--- config.mk ---
export PLATFORM = sky130hd
export DESIGN_NAME = traffic_light_fsm_flat
export DESIGN_NICKNAME = d
export VERILOG_FILES = /design/src/rtl/traffic_light_fsm_if.sv /design/src/rtl/traffic_light_fsm.sv /design/src/flat_wrapper.sv
export SDC_FILE = /design/constraint.sdc
export NUM_CORES = 1
export LEC_CHECK = 0
export CAP_MARGIN = 20
export CORE_MARGIN = 5
export CORE_UTILIZATION = 34
export DETAILED_ROUTE_END_ITERATION = 16
export PLACE_DENSITY = 0.71
export RECOVER_POWER = 100
export SLEW_MARGIN = 15
export SYNTH_ARGS = -nofsm -noshare
export SYNTH_HDL_FRONTEND = slang
export SYNTH_SLANG_ARGS = --single-unit
--- constraint.sdc ---
create_clock -name clk -period 1.7 [get_ports clk]
set_input_delay 0.34 -clock clk [delete_from_list [all_inputs] [get_ports clk]]
set_output_delay 0.34 -clock clk [all_outputs]
set_load 0.02 [all_outputs]
--- src/rtl/traffic_light_fsm_if.sv ---
// Sequencer-side bundle: timer handshake, synchronized inputs and lamp outputs.
// master = traffic_light_fsm, slave = timer/input/LED environment.
interface traffic_light_fsm_if;
   logic       Sensor_Sync;
   logic       WR;
   logic       Prog_Sync;
   logic       expired;
   logic [1:0] interval;
   logic       start_timer;
   logic       WR_Reset;
   logic [6:0] LEDs;

   modport master (
      input  Sensor_Sync, WR, Prog_Sync, expired,
      output interval, start_timer, WR_Reset, LEDs
   );

   modport slave (
      output Sensor_Sync, WR, Prog_Sync, expired,
      input  interval, start_timer, WR_Reset, LEDs
   );
endinterface

--- src/rtl/traffic_light_fsm.sv ---
// Intersection sequencer: steps the lamp phases on timer expiry and reloads the timer.
// Optional side-street sensor extension phase enabled by defining SIDE_SENSOR_EXT_EN.
module traffic_light_fsm #(
   parameter logic [1:0] INT_BASE = 2'b00,
   parameter logic [1:0] INT_EXT  = 2'b01,
   parameter logic [1:0] INT_YEL  = 2'b10
) (
   input  logic                       clk,
   input  logic                       Reset_Sync,
   traffic_light_fsm_if.master        bus
);
   localparam logic [2:0] MG_A = 3'd0;
   localparam logic [2:0] MG_B = 3'd1;
   localparam logic [2:0] MY   = 3'd2;
   localparam logic [2:0] WALK = 3'd3;
   localparam logic [2:0] SG_A = 3'd4;
`ifdef SIDE_SENSOR_EXT_EN
   localparam logic [2:0] SG_B = 3'd5;
`endif
   localparam logic [2:0] SY   = 3'd6;

   logic [2:0] state_reg, state_next;
   logic [1:0] interval_reg, interval_next;
   logic [6:0] leds_reg, leds_next;
   logic       start_reg, start_next;
   logic       wr_reset_reg, wr_reset_next;
   logic       rst_seen_reg;
   logic       load;

   always_comb begin
      state_next = state_reg;
      load       = 1'b0;
      if (bus.Prog_Sync) begin
         state_next = MG_A;
         load       = 1'b1;
      end else begin
         case (state_reg)
            MG_A: if (bus.expired) begin state_next = MG_B; load = 1'b1; end
            MG_B: if (bus.expired) begin state_next = MY;   load = 1'b1; end
            MY:   if (bus.expired) begin state_next = bus.WR ? WALK : SG_A; load = 1'b1; end
            WALK: if (bus.expired) begin state_next = SG_A; load = 1'b1; end
`ifdef SIDE_SENSOR_EXT_EN
            SG_A: if (bus.expired) begin state_next = bus.Sensor_Sync ? SG_B : SY; load = 1'b1; end
            SG_B: if (bus.expired) begin state_next = SY;   load = 1'b1; end
`else
            SG_A: if (bus.expired) begin state_next = SY;   load = 1'b1; end
`endif
            SY:   if (bus.expired) begin state_next = MG_A; load = 1'b1; end
            default: begin state_next = MG_A; load = 1'b1; end
         endcase
      end
   end

   // Interval is only re-selected on a load so sensor changes mid-interval have no effect.
   always_comb begin
      interval_next = interval_reg;
      if (load) begin
         case (state_next)
            MG_B:    interval_next = bus.Sensor_Sync ? INT_EXT : INT_BASE;
            MY:      interval_next = INT_YEL;
            WALK:    interval_next = INT_EXT;
`ifdef SIDE_SENSOR_EXT_EN
            SG_B:    interval_next = INT_EXT;
`endif
            SY:      interval_next = INT_YEL;
            default: interval_next = INT_BASE;
         endcase
      end
   end

   always_comb begin
      case (state_next)
         MY:      leds_next = 7'b0101000;
         WALK:    leds_next = 7'b1001001;
         SG_A:    leds_next = 7'b1000010;
`ifdef SIDE_SENSOR_EXT_EN
         SG_B:    leds_next = 7'b1000010;
`endif
         SY:      leds_next = 7'b1000100;
         default: leds_next = 7'b0011000;
      endcase
   end

   assign start_next    = load | rst_seen_reg;
   assign wr_reset_next = load && (state_next == WALK) && !bus.Prog_Sync;

   always_ff @(posedge clk) begin
      if (Reset_Sync) begin
         state_reg    <= MG_A;
         interval_reg <= INT_BASE;
         leds_reg     <= 7'b0011000;
         start_reg    <= 1'b0;
         wr_reset_reg <= 1'b0;
         rst_seen_reg <= 1'b1;
      end else begin
         state_reg    <= state_next;
         interval_reg <= interval_next;
         leds_reg     <= leds_next;
         start_reg    <= start_next;
         wr_reset_reg <= wr_reset_next;
         rst_seen_reg <= 1'b0;
      end
   end

   assign bus.interval    = interval_reg;
   assign bus.start_timer = start_reg;
   assign bus.WR_Reset    = wr_reset_reg;
   assign bus.LEDs        = leds_reg;
endmodule

--- src/flat_wrapper.sv ---
// flat-port wrapper written by rule: the top's interface ports become plain ports
module traffic_light_fsm_flat 
#(
   parameter logic [1:0] INT_BASE = 2'b00,
   parameter logic [1:0] INT_EXT  = 2'b01,
   parameter logic [1:0] INT_YEL  = 2'b10
)
  (clk, Reset_Sync, bus_Sensor_Sync, bus_WR, bus_Prog_Sync, bus_expired, bus_interval, bus_start_timer, bus_WR_Reset, bus_LEDs);
  traffic_light_fsm_if bus_i ();
  input  logic clk;
  input  logic Reset_Sync;
  input wire logic [$bits(bus_i.Sensor_Sync)-1:0] bus_Sensor_Sync;
  input wire logic [$bits(bus_i.WR)-1:0] bus_WR;
  input wire logic [$bits(bus_i.Prog_Sync)-1:0] bus_Prog_Sync;
  input wire logic [$bits(bus_i.expired)-1:0] bus_expired;
  output wire logic [$bits(bus_i.interval)-1:0] bus_interval;
  output wire logic [$bits(bus_i.start_timer)-1:0] bus_start_timer;
  output wire logic [$bits(bus_i.WR_Reset)-1:0] bus_WR_Reset;
  output wire logic [$bits(bus_i.LEDs)-1:0] bus_LEDs;
  assign bus_i.Sensor_Sync = bus_Sensor_Sync;
  assign bus_i.WR = bus_WR;
  assign bus_i.Prog_Sync = bus_Prog_Sync;
  assign bus_i.expired = bus_expired;
  assign bus_interval = bus_i.interval;
  assign bus_start_timer = bus_i.start_timer;
  assign bus_WR_Reset = bus_i.WR_Reset;
  assign bus_LEDs = bus_i.LEDs;
  traffic_light_fsm #(.INT_BASE(INT_BASE), .INT_EXT(INT_EXT), .INT_YEL(INT_YEL)) u_core (.clk(clk), .Reset_Sync(Reset_Sync), .bus(bus_i));
endmodule
# --- Word-level counts from Yosys, hierarchy flattened ---
# Index checks and enable logic that the tools add are counted.
op_classes:
  eq_ne: 10
  n_mux: 16
  n_bitwise: 1
  n_reduce_logical: 6
ops:
  columns: ["cell", "count"]
  rows:
  - ["case mux 7 bit (4 select lines)", 1]
  - ["two-way mux 3 bit", 8]
  - ["case mux 3 bit (6 select lines)", 1]
  - ["== test 3 x 2 -> 1 bit, second input constant", 4]
  - ["== test 3 bit, second input constant", 4]
  - ["== test 3 x 1 -> 1 bit, second input constant", 2]
  - ["case mux 2 bit (3 select lines)", 1]
  - ["OR reduction 6 bit", 1]
  - ["two-way mux 1 bit", 5]
  - ["zero test 3 bit", 1]
  - ["logical AND 1 bit", 2]
  - ["OR reduction 2 bit", 1]
  - ["zero test 1 bit", 1]
  - ["OR 1 bit", 1]
totals:
  register_bits: 15
  in_bits: 6
  output_inout_bits: 11
  elab_cells: 39

# --- Longest topological paths before layout ---
# Gate-level depths: netlist of the first run.
depth:
  word_depth: 7
  depth_mapped: 5

# --- Worst setup path before layout of the first run ---
# Ideal clock, no wire load.
synth_path:
  kind: "register -> register"
  startpoint: "register u_core.state_reg[0]"
  endpoint: "register u_core.leds_reg[5], in the netlist u_core.bus.LEDs[5]"
  setup_time_ns: 0.127
  t_arrival_ns: 1.232
  path_slack_ns: 0.340
  stages_incl_launch_ff: 6
  path_buffers: 1
  period_less_slack_ns: 1.360
  path_cell_list: "dfxtp_1 buf_6 nand2b_1 o21a_1 or3_1 nor3b_1"
synth_via:
  elab_chain_cells: 5
  word_cells_on_any_way: 19
  classes_between: "eq/ne: 9; mux: 9; reduce/logical: 1"
synth_lines:
  columns: ["item", "line", "text"]
  rows:
  - ["start, declared", "traffic_light_fsm.sv:22", "logic [2:0] state_reg, state_next;"]
  - ["start signal, assigned", "traffic_light_fsm.sv:96", "state_reg <= state_next;"]
  - ["== test 3 bit (tied with other cells)", "traffic_light_fsm.sv:37", "case (state_reg)"]
  - ["case mux 3 bit (6 select lines) (*)", "traffic_light_fsm.sv:37", null]
  - ["two-way mux 3 bit (*)", "traffic_light_fsm.sv:33", "if (bus.Prog_Sync) begin"]
  - ["== test 3 bit / == test 3 x 2 -> 1 bit (equally long branches)", "traffic_light_fsm.sv:72", "case (state_next)"]
  - ["case mux 7 bit (4 select lines) (*)", "traffic_light_fsm.sv:72", null]
  - ["end signal, assigned", "traffic_light_fsm.sv:98", "leds_reg <= leds_next;"]
  - ["end, declared", "traffic_light_fsm.sv:24", "logic [6:0] leds_reg, leds_next;"]
# Mark *: on every way between the ends. The rest lies on a longest branch, timed or not.
# A chain may end at the register's enable or synchronous reset.

# --- Worst setup path after layout of the first run ---
layout_path:
  startpoint: "register u_core.interval_reg[1], in the netlist u_core.bus.interval[1]"
  endpoint: "output bus_interval[1]"
layout_lines:
  columns: ["item", "line", "text"]
  rows:
  - ["start, declared", "traffic_light_fsm.sv:23", "logic [1:0] interval_reg, interval_next;"]
  - ["start signal, assigned", "traffic_light_fsm.sv:97", "interval_reg <= interval_next;"]
  - ["end, declared", "flat_wrapper.sv:16", "output wire logic [$bits(bus_i.interval)-1:0] bus_interval;"]
# No word-level cell between the ends.

==> results of run 1 <==
[final timing paths]
path	from	to	slack [ps]	depth (start not counted)
worst max-delay path	u_core.bus.interval[1]	bus_interval[1]	70	1
worst min-delay path	u_core.bus.interval[0]	u_core.bus.interval[0]	480	2
worst max register to register	u_core.state_reg[0]	u_core.bus.LEDs[5]	270	4
worst min register to register	u_core.bus.interval[0]	u_core.bus.interval[0]	480	2
[area by class of cell]
type                    count  area [µm²]
well taps                  25       31.28
flip-flops and latches     15       301.5
clock inverters             1       5.005
inverters                   4       15.01
clock buffers               3       22.52
repair buffers             27       231.5
multi-input cells          39       291.5
fillers                   177       847.1
[cell usage in the layout (no fill, tap or decap), drive strengths merged, types with 4 or more instances in the layout]
cell type | synthesis | routed
buf | 3 | 8
dlygate4sd3 | 0 | 10
a21oi | 5 | 5
inv | 4 | 4
clkbuf | 0 | 6
dfxtp | 15 | 15
nor2 | 5 | 5
clkdlybuf4s50 | 0 | 6
[kinds of logic (layout without fill, tap and decap cells)]
kind of cell           count (synthesis)  count (layout)
AO/OA/AOI/OAI                         15              15
AND/OR/NAND/NOR                       23              23
XOR/XNOR                               1               1
buffers and inverters                  7              35
flip-flops                            15              15
[stage by stage]
stage | hold slack, ps | TNS, ps
after floorplan | 367.7 | 0
after global placement | 454.3 | -1122
after detailed placement | 469.7 | -1424
after CTS | 482.4 | 0
after global routing | 498.5 | 0
final | 482.2 | 0
[per-layer routing]
layer  wire (µm)  global-route usage
met1         583              0.1431
met4          40             0.07660
met3          89             0.02254
met2         616              0.1756
met5           0                   0
[power breakdown]
part | leakage (nW) | switching, W | internal (W)
sequential | 0.122 | 0.00000590 | 0.000359
combinational | 0.220 | 0.0000353 | 0.0000408
clock | 0.0177 | 0.000117 | 0.0000876
[repair_timing]
action / CTS / global route
setup endpoints to repair: 0 / 1
setup buffers: 0 / 0
gates resized for setup: 0 / 1
==> flow_summary.ini, run 1 <==
[outcome]
status = complete, no violations

[floorplanning]
core_area_um2 = 1745
io_pins = 17
die_h_um = 53.20
die-area_um2 = 2830
initial_core_util = 0.3634
rows = 15
die_w_um = 53.20

[logic_synthesis]
yosysWarnings = 0
synth_xor_area_frac = 0.01381
yosysTopAreaCell = dfxtp_1
syn_inst = 61
synthMuxAreaShare = 0
synth_edf_count = 0
synth.cell_area_um2 = 634.4
synth_compound_area_frac = 0.1953
synth_area_leaders = dfxtp_1, a211oi_2, a21oi_1, nor4b_4, buf_6
ys_seq_elements = 15
yosysMostFrequentCell = dfxtp_1
yosys.area_share.simple = 0.2505
yosysSeqAreaShare = 0.4734
synth_ff_type = dfxtp_1
synth.cells.most_frequent = dfxtp_1, a21oi_1, nor2_1, inv_1
synth_top_area_share = 0.4734
async_flop_share = 0
yosys.area_share.adder = 0
yosys.cell_types.count = 28
synth_top_family_by_area = simple AND/OR/NAND/NOR gates
synthesis.area_per_instance_um2 = 10.40
synth_nets = 67

[worst_setup_path]
critical-path-top-delay-family = buffers and inverters
worstSetupPathType = reg -> out
crit_slowest_cell = dlygate4sd3_1
end_kind = output port
cp.required_ps = 1360
path_cells = dlygate4sd3_1
max_stage_delay_ps = 670
crit_path_max_fanout = 2
startpoint_type = flip-flop
worstPathArrival_ps = 1290
path_buf_inv = 1

[place]
place_inst = 110
gp_congestion = 0.7885
io_buffers = 16
dp_hpwl_um = 1038
pre_cts_slack_ps = -179.9
placed_area_um2 = 880.8

[power]
power_density_nw_per_um2 = 718.6
vdd_ir_drop_max_v = 0.0003695
leakage_nw = 0.3603
power_w = 0.0006456

[sta]
slew_violations = 0
fmax_mhz = 613.8
tightest_slew_ps = 353.2
period_share = 0.9584
finalCriticalPeriod_ps = 1629
finClkSkew_ps = 3.731
rsz0062_at_grt = no
setup_slack_ps = 70.77
setup_viol = 0
hold_viol_final = 0
relSlewSlack = 0.7641

[worst_hold_path]
min_path_type = reg -> reg

[drt]
via_per_inst = 4.614
wl_per_cell_um = 11.67
drt_iter0_drc = 10
drc = 0
ant_nets = 0
routed_wl_um = 1330
dr.pass1.iters = 5
vias = 526

[cells_and_area]
fin_nets = 96
area_growth_pct = 41.62
n_antenna_cell = 0
drive_above_1_share = 0.2360
stdcell_area_um2 = 898.4
final_cells = 114
finish.utilization = 0.5147
largest_reg_flops = 7

[global_route]
antenna_found_initial = 0
grt_overflow_total = 0
grt_pass1_wl_um = 2249
first_global_vias = 487
grt_max_degree = 11
grt_use_total = 0.1145

[clock_tree]
htree_levels = 1
cts_num_sinks = 15
holdBufCountCts = 0
cts_tree = yes
clock_path_buffers = 2
cts_made_buffers = 3
clock_latency_ps = 290
clk_pin_slew_ps = 90
cts_root_buf = clkbuf_4

[flow_run]
max_cap_violations = 0
No activity file was read; power rests on OpenSTA's default activity.
==> run 2, diff against run 1 <==
--- a/config.mk
+++ b/config.mk
@@ -9,8 +9,10 @@
 export CORE_MARGIN = 5
 export CORE_UTILIZATION = 34
 export DETAILED_ROUTE_END_ITERATION = 16
+export GPL_TIMING_DRIVEN = 0
 export PLACE_DENSITY = 0.71
 export RECOVER_POWER = 100
+export SKIP_LAST_GASP = 1
 export SLEW_MARGIN = 15
 export SYNTH_ARGS = -nofsm -noshare
 export SYNTH_HDL_FRONTEND = slang
==> flow_summary.ini, run 2 (synthesis results as in run 1) <==
[outcome]
status = complete, no violations

[worst_setup_path]
r2r_cells = 5
r2r_slack_ps = 150
critical-path-top-delay-family = simple AND/OR/NAND/NOR gates
path_cells = clkdlybuf4s50_1, or2_1, or4_4, o21ai_1
rr_startpoint = u_core.state_reg[0]
regToRegEndpoint = u_core.bus.LEDs[4]
end_kind = flip-flop
cp.required_ps = 1920
path_buf_inv = 1
worstSetupPathType = in -> reg
worstPathArrival_ps = 1830
startpoint_type = primary input
crit_slowest_cell = or4_4
max_stage_delay_ps = 530
crit_path_max_fanout = 7

[place]
placed_area_um2 = 815.8
gp_congestion = 0.8413
dp_hpwl_um = 930.3
io_buffers = 15

[power]
vdd_ir_drop_max_v = 0.0003572
leakage_nw = 0.3273
power_density_nw_per_um2 = 759.2

[drt]
ant_nets = 0
wl_per_cell_um = 11.60
routed_wl_um = 1218
via_per_inst = 4.648
drt_iter0_drc = 3
dr.pass1.iters = 4
drc = 0
vias = 488

[cells_and_area]
drive_above_1_share = 0.1750
n_antenna_cell = 0
largest_reg_flops = 7
final_cell_mix = dfxtp_1, dlygate4sd3_1, clkdlybuf4s50_1, nor2_1, a21oi_1
num-fill-cells = 172
area_growth_pct = 31.16
fin_nets = 87
stdcell_area_um2 = 832.0
layout_commonest_cell = dfxtp_1

[global_route]
antenna_found_initial = 0
first_global_vias = 413
grt_max_degree = 11
grt_use_total = 0.09566
grt_overflow_total = 0
grt_pass1_wl_um = 1856

[clock_tree]
cts_root_buf = clkbuf_4
post_cts_resized = 0
cts_made_buffers = 3
cts_num_sinks = 15
clock_path_buffers = 2
cts_tree = yes
htree_levels = 1
clock_latency_ps = 280
cts_setup_buffers = 0
clk_pin_slew_ps = 90
holdBufCountCts = 0

[sta]
relSlewSlack = 0.7671
tightest_slew_ps = 348.1
period_share = 0.9437
finClkSkew_ps = 4.781
slew_violations = 0
final.setup.tns_ps = 0
setup_viol = 0
rsz0062_at_grt = no
fmax_mhz = 623.3
finalCriticalPeriod_ps = 1604
hold_viol_final = 0

[flow_run]
max_cap_violations = 0

[floorplanning]
die_w_um = 53.20
io_pins = 17
initial_core_util = 0.3634
rows = 15
die_h_um = 53.20
core_area_um2 = 1745
die-area_um2 = 2830

[worst_hold_path]
hp-start = bus_expired
min_path_type = in -> reg
whs_path_depth = 2
whs_endpoint = u_core.bus.interval[1]
-- run 2: report_power, final --
part           internal [W]  switching, W  leakage [nW]
combinational     0.0000323     0.0000358         0.188
clock             0.0000872      0.000116        0.0177
sequential         0.000358    0.00000235         0.122
-- run 2: how the worst max path moves through the flow --
stage	startpoint	slack [ps]	end	depth (start not counted)
finish	bus_Prog_Sync	100	u_core.bus.interval[0]	4
CTS	bus_Prog_Sync	80	u_core.bus.interval[0]	4
detailed placement	bus_Prog_Sync	-210	u_core.bus.interval[0]	4
global placement	bus_Prog_Sync	-190	u_core.bus.interval[0]	4
global route	u_core.state_reg[0]	30	u_core.bus.LEDs[4]	5
floorplan	u_core.state_reg[0]	340	u_core.bus.LEDs[5]	5
-- run 2: layer usage --
metal | vias to the layer above | part of all wire | GRT usage
li1 | 251 | - | -
met1 | 222 | 0.45 | 0.1156
met2 | 11 | 0.47 | 0.1508
met3 | 4 | 0.062 | 0.02817
met4 | 0 | 0.024 | 0.05106
met5 | - | 0 | 0
-- run 2: worst register-to-register path, cell delays in order (launching register included) --
cell and delay, ps:
dfxtp_1 310, clkbuf_2 190, xor2_1 200, and3_1 250
o31ai_4 370, nor2b_1 170
-- run 2: per-stage QoR --
stage          utilization  worst slack [ps]  cells  hold WS [ps]  power [W]
2_1_floorplan            -             340.2     61         367.7  0.0004124
3_3_place_gp        0.4674            -186.5    101         455.9  0.0004400
3_5_place_dp        0.4674            -205.4    101         465.3  0.0004412
4_1_cts             0.4832             80.99    105         280.4  0.0006416
5_1_grt             0.4767             28.31    105         281.6  0.0006667
6_report            0.4767             95.66    105         275.6  0.0006317
-- run 2: layout make-up --
| cell class | instances | area (µm²) | share of cell area |
|---|---|---|---|
| tap | 25 | 31.28 | 0.03759 |
| clock inverter | 1 | 5.005 | 0.006015 |
| sequential | 15 | 300.3 | 0.3609 |
| multi-input combinational | 39 | 286.5 | 0.3444 |
| inverter | 4 | 15.01 | 0.01805 |
| timing repair buffer | 15 | 150.1 | 0.1805 |
| buffer | 3 | 21.27 | 0.02556 |
| clock buffer | 3 | 22.52 | 0.02707 |
